===== config.mk =====
export PLATFORM = sky130hd
export DESIGN_NAME = jesd204b_rx_link_sync_flat
export DESIGN_NICKNAME = d
export VERILOG_FILES = /design/src/rtl/jesd204b_rx_link_sync_if.sv /design/src/rtl/jesd204b_rx_link_sync.sv /design/src/flat_wrapper.sv
export SDC_FILE = /design/constraint.sdc
export NUM_CORES = 1
export LEC_CHECK = 0
export ABC_AREA = 0
export CAP_MARGIN = 0
export CORE_ASPECT_RATIO = 0.7
export CORE_MARGIN = 4
export CORE_UTILIZATION = 35
export CTS_CLUSTER_SIZE = 12
export DETAILED_ROUTE_END_ITERATION = 8
export DONT_BUFFER_PORTS = 1
export SYNTH_ARGS = -nofsm -noshare
export SYNTH_HDL_FRONTEND = slang
export SYNTH_SLANG_ARGS = --single-unit

===== constraint.sdc =====
create_clock -name i_clk -period 5.6 [get_ports i_clk]
set_input_delay 0.84 -clock i_clk [delete_from_list [all_inputs] [get_ports i_clk]]
set_output_delay 0.84 -clock i_clk [all_outputs]
set_load 0.05 [all_outputs]

===== src/rtl/jesd204b_rx_link_sync_if.sv =====
// Link-side bundle between the transceiver word stream and the JESD204B RX sync FSM.
interface jesd204b_rx_link_sync_if;
  logic [31:0]  i_data;
  logic [3:0]   i_charisk;
  logic         i_byte_aligned;
  logic         o_nsync;
  logic [31:0]  o_data;
  logic         o_data_valid;
  logic         o_link_up;
  logic [1:0]   o_state;
  logic [111:0] o_ilas_cfg;
  logic         o_ilas_err;

  modport master (
    output i_data, i_charisk, i_byte_aligned,
    input  o_nsync, o_data, o_data_valid, o_link_up, o_state, o_ilas_cfg, o_ilas_err
  );
  modport slave (
    input  i_data, i_charisk, i_byte_aligned,
    output o_nsync, o_data, o_data_valid, o_link_up, o_state, o_ilas_cfg, o_ilas_err
  );
endinterface


===== src/rtl/jesd204b_rx_link_sync.sv =====
// JESD204B RX link synchronisation: CGS /K/ counting, ILAS checking with config
// capture, and DATA pass-through with loss-of-sync detection.
module jesd204b_rx_link_sync #(
  parameter int FRAME_SIZE = 1,
  parameter int FMLC_NUM   = 32,
  parameter int CGS_K_CNT  = 4,
  parameter int MF_WORDS   = FRAME_SIZE * FMLC_NUM / 4
) (
  input  logic                    i_clk,
  input  logic                    i_rst_n,
  jesd204b_rx_link_sync_if.slave  lnk
);
  localparam int KW = $clog2(CGS_K_CNT + 1);
  localparam int WW = $clog2(MF_WORDS);

  typedef enum logic [1:0] {CGS = 2'd0, ILAS = 2'd1, DATA = 2'd2} state_t;

  state_t          state, state_n;
  logic [KW-1:0]   kcnt, kcnt_n;
  logic [WW-1:0]   widx, widx_n;
  logic [1:0]      mf, mf_n;
  logic            started, started_n;
  logic [111:0]    cfg, cfg_n;
  logic            err_n, valid_n, bad;
  logic            nsync, link_up, valid, err;
  logic [31:0]     data;

  wire [31:0] d    = lnk.i_data;
  wire [3:0]  k    = lnk.i_charisk;
  wire        al   = lnk.i_byte_aligned;
  wire        all_k = (d == 32'hBCBC_BCBC) && (k == 4'hF);
  wire        is_r = (d[7:0]   == 8'h1C) && k[0];
  wire        is_q = (d[15:8]  == 8'h9C) && k[1];
  wire        is_a = (d[31:24] == 8'h7C) && k[3];

  always_comb begin
    state_n   = state;
    kcnt_n    = kcnt;
    widx_n    = widx;
    mf_n      = mf;
    started_n = started;
    cfg_n     = cfg;
    err_n     = 1'b0;
    valid_n   = 1'b0;
    bad       = 1'b0;
    case (state)
      CGS: begin
        if (all_k && al) begin
          if (kcnt == KW'(CGS_K_CNT - 1)) state_n = ILAS;
          else kcnt_n = kcnt + 1'b1;
        end else begin
          kcnt_n = '0;
        end
      end
      ILAS: begin
        // Trailing CGS /K/ words are skipped until the first /R/ opens multiframe 0
        if (started || !all_k) begin
          started_n = 1'b1;
          if (widx == '0) begin
            if (!is_r) bad = 1'b1;
            if (mf == 2'd1) begin
              if (!is_q) bad = 1'b1;
              cfg_n[15:0] = d[31:16];
            end
          end
          if (mf == 2'd1 && widx == WW'(1)) cfg_n[47:16]  = d;
          if (mf == 2'd1 && widx == WW'(2)) cfg_n[79:48]  = d;
          if (mf == 2'd1 && widx == WW'(3)) cfg_n[111:80] = d;
          if (widx == WW'(MF_WORDS - 1)) begin
            if (!is_a) bad = 1'b1;
            widx_n = '0;
            mf_n   = mf + 2'd1;
            if (mf == 2'd3) state_n = DATA;
          end else begin
            widx_n = widx + 1'b1;
          end
          if (bad) begin
            err_n   = 1'b1;
            state_n = CGS;
          end
        end
      end
      DATA: begin
        valid_n = 1'b1;
        if (all_k) begin
          valid_n = 1'b0;
          err_n   = 1'b1;
          state_n = CGS;
        end
      end
      default: state_n = CGS;
    endcase
    // Losing comma alignment is a silent resync, overriding every other outcome
    if (!al) begin
      state_n = CGS;
      err_n   = 1'b0;
      valid_n = 1'b0;
    end
    if (state_n != ILAS) begin
      widx_n    = '0;
      mf_n      = '0;
      started_n = 1'b0;
    end
    if (state_n != CGS || state != CGS) kcnt_n = '0;
  end

  always_ff @(posedge i_clk) begin
    if (!i_rst_n) begin
      state   <= CGS;
      kcnt    <= '0;
      widx    <= '0;
      mf      <= '0;
      started <= 1'b0;
      cfg     <= '0;
      nsync   <= 1'b0;
      link_up <= 1'b0;
      valid   <= 1'b0;
      err     <= 1'b0;
      data    <= '0;
    end else begin
      state   <= state_n;
      kcnt    <= kcnt_n;
      widx    <= widx_n;
      mf      <= mf_n;
      started <= started_n;
      cfg     <= cfg_n;
      nsync   <= (state_n != CGS);
      link_up <= (state_n == DATA);
      valid   <= valid_n;
      err     <= err_n;
      data    <= d;
    end
  end

  assign lnk.o_nsync      = nsync;
  assign lnk.o_data       = data;
  assign lnk.o_data_valid = valid;
  assign lnk.o_link_up    = link_up;
  assign lnk.o_state      = state;
  assign lnk.o_ilas_cfg   = cfg;
  assign lnk.o_ilas_err   = err;
endmodule


===== src/flat_wrapper.sv =====
// flat-port wrapper written by rule: the top's interface ports become plain ports
module jesd204b_rx_link_sync_flat 
#(
  parameter int FRAME_SIZE = 1,
  parameter int FMLC_NUM   = 32,
  parameter int CGS_K_CNT  = 4,
  parameter int MF_WORDS   = FRAME_SIZE * FMLC_NUM / 4
)
  (i_clk, i_rst_n, lnk_i_data, lnk_i_charisk, lnk_i_byte_aligned, lnk_o_nsync, lnk_o_data, lnk_o_data_valid, lnk_o_link_up, lnk_o_state, lnk_o_ilas_cfg, lnk_o_ilas_err);
  jesd204b_rx_link_sync_if lnk_i ();
  input  logic i_clk;
  input  logic i_rst_n;
  input wire logic [$bits(lnk_i.i_data)-1:0] lnk_i_data;
  input wire logic [$bits(lnk_i.i_charisk)-1:0] lnk_i_charisk;
  input wire logic [$bits(lnk_i.i_byte_aligned)-1:0] lnk_i_byte_aligned;
  output wire logic [$bits(lnk_i.o_nsync)-1:0] lnk_o_nsync;
  output wire logic [$bits(lnk_i.o_data)-1:0] lnk_o_data;
  output wire logic [$bits(lnk_i.o_data_valid)-1:0] lnk_o_data_valid;
  output wire logic [$bits(lnk_i.o_link_up)-1:0] lnk_o_link_up;
  output wire logic [$bits(lnk_i.o_state)-1:0] lnk_o_state;
  output wire logic [$bits(lnk_i.o_ilas_cfg)-1:0] lnk_o_ilas_cfg;
  output wire logic [$bits(lnk_i.o_ilas_err)-1:0] lnk_o_ilas_err;
  assign lnk_i.i_data = lnk_i_data;
  assign lnk_i.i_charisk = lnk_i_charisk;
  assign lnk_i.i_byte_aligned = lnk_i_byte_aligned;
  assign lnk_o_nsync = lnk_i.o_nsync;
  assign lnk_o_data = lnk_i.o_data;
  assign lnk_o_data_valid = lnk_i.o_data_valid;
  assign lnk_o_link_up = lnk_i.o_link_up;
  assign lnk_o_state = lnk_i.o_state;
  assign lnk_o_ilas_cfg = lnk_i.o_ilas_cfg;
  assign lnk_o_ilas_err = lnk_i.o_ilas_err;
  jesd204b_rx_link_sync #(.FRAME_SIZE(FRAME_SIZE), .FMLC_NUM(FMLC_NUM), .CGS_K_CNT(CGS_K_CNT), .MF_WORDS(MF_WORDS)) u_core (.i_clk(i_clk), .i_rst_n(i_rst_n), .lnk(lnk_i));
endmodule

# == Word-level counts from Yosys, hierarchy flattened ==
# Cells that the tools add are included.
# totals
input_bits,39
word_cells,86
out_inout_bits,150
ff_bits,159
# op_classes
reduce_logical,26
bitwise_logic,1
mux,25
addsub,3
n_eq_ne,17
# op_table
operator,n
$eq A32 B32 Y1 const B,1
$mux W2,8
$reduce_and A3 Y1,5
$mux W1,12
$eq A3 B2 Y1 const B,3
$mux W3,3
$eq A8 B5 Y1 const B,1
$eq A8 B7 Y1 const B,1
$eq A8 B8 Y1 const B,1
$logic_and A1 B1 Y1,8
$add A3 B1 Y3 const B,2
$eq A2 B2 Y1 const B,3
$pmux W2 S3,1
$reduce_and A2 Y1,3
$eq A2 B1 Y1 const B,2
$eq A4 B4 Y1 const B,1
$reduce_and A4 Y1,1
$reduce_bool A2 Y1,2
$reduce_or A2 Y1,2
$eq A3 B1 Y1 const B,1
$eq A3 B3 Y1 const B,1
$logic_not A3 Y1,1
$add A2 B1 Y2 const B,1
$logic_not A2 Y1,1
other kinds (6),7

# == Longest topological paths before layout ==
# depth
depth_word,17
depth_mapped,9
ltp_nobuf,8

# == Least setup slack after synthesis ==
# Ideal clock, no wire load.
# synth_path
path_type,input to register
start,input lnk_i_data[6]
end,"register u_core.cfg[100], in the netlist u_core.lnk.o_ilas_cfg[100]"
setup_time_ns,0.117
path_buffers,2
stages,8
slack_ns,2.983
arrival_time_ns,2.500
path_cell_list,or3_4 -> nor4_4 -> a41oi_2 -> and3_1 -> buf_2 -> buf_6 -> mux2i_1 -> nor2b_1
# synth_between
elab_chain_cells,5
# synth_rtl
element,line_no,rtl
"start, declared",flat_wrapper.sv:13,input wire logic [$bits(lnk_i.i_data)-1:0] lnk_i_data;
$eq A32 B32 Y1,jesd204b_rx_link_sync.sv:31,wire all_k = (d == 32'hBCBC_BCBC) && (k == 4'hF);
$logic_and A1 B1 Y1,jesd204b_rx_link_sync.sv:31,
$logic_not A1 Y1,jesd204b_rx_link_sync.sv:57,if (started || !all_k) begin
$logic_or A1 B1 Y1,jesd204b_rx_link_sync.sv:57,
$reduce_and A3 Y1 (no line),--,
"end signal, assigned",jesd204b_rx_link_sync.sv:126,cfg <= cfg_n;
"end, declared",jesd204b_rx_link_sync.sv:23,"logic [111:0] cfg, cfg_n;"
# No other way between the ends.
# A chain may end at the register's enable or synchronous reset.

# == Final worst setup path ==
# layout_path
start,"register u_core.state[0], in the netlist u_core.lnk.o_state[0]"
end,"register u_core.cfg[97], in the netlist u_core.lnk.o_ilas_cfg[97]"
# layout_between
elab_chain_cells,2
# layout_rtl
element,line_no,rtl
"start, declared",jesd204b_rx_link_sync.sv:18,"state_t state, state_n;"
"start signal, assigned",jesd204b_rx_link_sync.sv:121,state <= state_n;
$eq A2 B1 Y1,jesd204b_rx_link_sync.sv:46,case (state)
$reduce_and A3 Y1 (no line),--,
# No other way between the ends.

==> implementation parameters <==
Parameter                              Value

Route
  Antenna-violating nets left ... 0
  Final wirelength ... 15500 um
  Detailed router's first-iteration violation count ... 248
  Post-DR wirelength/cell ... 19.7 um
  Vias/cell ... 4.92
  Number of search-and-repair iterations in the first detailed-routing pass ... 5
  Overall via count from detail_route ... 3872
  DRC ... 0

Place
  Half-perimeter wire length of the detailed placement result ... 10600 um
  Routability congestion estimate from global placement ... 0.799
  Worst-case setup slack after placement ... 1.82 ns
  Count of input and output buffers ... 0
  Cell count after placement ... 755
  Placed cell areas ... 0.00635 mm^2

Floorplanning
  Initial core utilization ... 0.361
  Die area ... 0.0201 mm^2
  Vertical die dimension ... 120 um
  Core footprint ... 0.0173 mm^2
  Die outline width ... 168 um
  Top Ports ... 189
  Number of cell rows ... 40

Min path
  Hold path depth ... 2
  Source of the worst hold timing path ... u_core.started
  Worst min-delay path category ... register to register
  Endpoint of the worst hold path ... u_core.started

Final layout
  Post-route cell area ... 0.00693 mm^2
  Number of non-filler instances in the completed layout ... 787
  Nets ... 596
  Antenna diode instance count ... 0
  Utilization of the core after routing ... 0.400
  Layout cell share with drive strength beyond 1 ... 0.0809
  Area growth, synth to finish ... 11.0%

Global routing
  Number of antenna violations at the first check in global routing ... 0
  First-pass GRT wire length ... 23800 um
  Vias in the first global route ... 3917
  Sum of overflow across all layers after global routing ... 0
  Combined global-route utilization of all metal layers ... 0.153
  Pin count of the biggest net entering global routing ... 152

Setup path
  Worst R2R Start ... u_core.lnk.o_state[0]
  Arrival time reported for the critical path endpoint ... 3.75 ns
  Register-to-Register Path Depth ... 6
  Critical path class ... register to register
  Startpoint kind of the worst setup timing path ... register
  Reg-to-reg setup timing slack ... 2.16 ns
  Required time reported for the critical path endpoint ... 5.91 ns
  Endpoint type of the worst setup path ... register
  Capture instance of the worst register-to-register path ... u_core.lnk.o_ilas_cfg[97]
  Crit-path max FO ... 32

Logic synthesis
  Share of flip-flops with an asynchronous set or reset after synthesis ... 0
  Top cells by instance count after synthesis ... 159 x dfxtp_1, 114 x nor2b_1, 112 x mux2i_1, 33 x and2_1, 16 x clkbuf_1
  Total of warnings raised by yosys ... 0
  Post-synth top area share ... 0.510
  Main flop type after synthesis ... dfxtp_1
  Netlist cell types ... 48
  Post-synthesis cell area ... 0.00624 mm^2
  Most numerous cell in the Yosys netlist ... dfxtp_1
  Count of state elements after synthesis ... 159
  EDFF count, synth ... 0
  Leading cell types by total area after synthesis ... dfxtp_1 51%, mux2i_1 18%, nor2b_1 11%
  Area leader, netlist ... dfxtp_1
  Seq/Total Area, Yosys ... 0.510
  Synthesized instance count ... 555
  Post-Synthesis Mean Instance Area ... 11.3 um^2
  Mapped Nets ... 608

STA
  Final setup violating endpoints ... 0
  Max-slew violation total from the final report ... 0
  Final count of hold timing violations ... 0
  Clock skew ... 0.00802 ns
  Unrepaired setup endpoints after global routing ... no
  Minimum setup slack in the final design ... 2.16 ns
  Portion of the clock cycle consumed by the worst path in the final layout ... 0.615
  Hold Worst Slack ... 0.502 ns
  Final-layout setup total negative slack ... 0 ns
  Worst Tran Pin Value ... 1.18 ns
  Time the final worst path needs with I/O delays and setup ... 3.44 ns
  Maximum clock frequency ... 291 MHz
  Rel. slew slack ... 0.214

CTS
  Post-cts hold buffer count ... 0
  Post-CTS setup buffer count ... 0
  TritonCTS clock tree ... done
  Root buf cell ... clkbuf_16
  H-Tree Depth ... 4
  Number of clock sinks ... 159
  Clock transition at the registers of the reported paths ... 0.06 ns
  CTS buffer count ... 17
  Number of buffers on the longest clock path ... 2
  Clock latency on the worst-skew pair ... 0.42 ns
  Number of instances resized during post-cts repair ... 0

Power
  Switching share of power ... 0.228
  Power dissipated by switching net loads ... 0.539 mW
  Clock network fraction of total power ... 0.485
  Static leakage ... 2.49 nW
  Maximum vdd drop ... 0.155 mV
  Sequential fraction of design power ... 0.503
  Combinational fraction of design power ... 0.011
  Int Pwr ... 1.83 mW
  Power per cell area ... 342 mW/mm^2
  Tot Pwr ... 2.37 mW

Run
  Max-capacitance violation count ... 0

Outcome
  Outcome ... complete, no violations
[worst max-delay path: stages (launching register included)]
cell and delay, ns:
dfxtp_1 0.78, ha_1 0.36, inv_1 0.07, a41oi_2 0.64
and3_2 1.11, mux2i_1 0.29, nor2b_1 0.07
[registers in the layout, indices dropped and copies added (netlist names), 2 cells and up]
signal / cells
u_core.lnk.o_state: 2
u_core.kcnt: 3
u_core.widx: 3
u_core.lnk.o_ilas_cfg: 112
u_core.lnk.o_data: 32
u_core.mf: 2
[cells in the final DEF (no fill, tap or decap), types with 5 or more instances in the layout]
master	Yosys	routed
inv_1	15	15
inv_6	0	5
nand2_1	6	6
mux2i_1	112	112
nor2b_1	114	114
and2_1	33	33
nor2_1	11	11
clkbuf_16	0	17
nor3_1	5	5
dfxtp_1	159	159
ha_1	14	14
[metal layers]
layer  share of wire  GRT usage  vias to the layer above
met5               0          0                        -
met3            0.12     0.0869                       17
met2            0.43      0.227                      174
met1            0.43      0.189                     1834
li1                -          -                     1847
met4           0.013     0.0476                        0
[logic make-up (layout without fill, tap and decap cells)]
family          Yosys count  after routing  synth area share
xor+xnor                  2              2           0.00281
compound gates           23             23            0.0353
flops                   159            159             0.510
fa+ha+maj                14             14            0.0281
mux                     113            113             0.182
buf+inv                  46             47            0.0403
simple gates            198            198             0.202
[worst max path at each step]
stage	from	endpoint	cells past startpoint
finish	u_core.lnk.o_state[0]	u_core.lnk.o_ilas_cfg[97]	6
global route	u_core.lnk.o_state[0]	u_core.lnk.o_ilas_cfg[71]	6
CTS	u_core.lnk.o_state[0]	u_core.lnk.o_ilas_cfg[97]	6
detailed placement	lnk_i_data[17]	u_core.lnk.o_ilas_cfg[89]	6
global placement	lnk_i_data[17]	u_core.lnk.o_ilas_cfg[89]	6
floorplan	lnk_i_data[6]	u_core.lnk.o_ilas_cfg[100]	8
[area by class of cell]
type,count,area (um^2)
Multi-Input combinational cell,350,2820
Inverter,15,56.3
Tap cell,231,289
Fill cell,1709,10400
Clock inverter,14,154
Sequential cell,159,3180
Clock buffer,18,429
[power groups by stage]
stage / combinational (mW) / sequential, mW / clock (mW)
2_1_floorplan: 0.0343 / 1.21 / 0
4_1_cts: 0.0273 / 1.19 / 1.19
3_3_place_gp: 0.0268 / 1.22 / 0
5_1_grt: 0.0286 / 1.19 / 1.23
3_5_place_dp: 0.0274 / 1.22 / 0
6_report: 0.0270 / 1.19 / 1.15
Note: power is estimated with default switching activity, not from simulation.
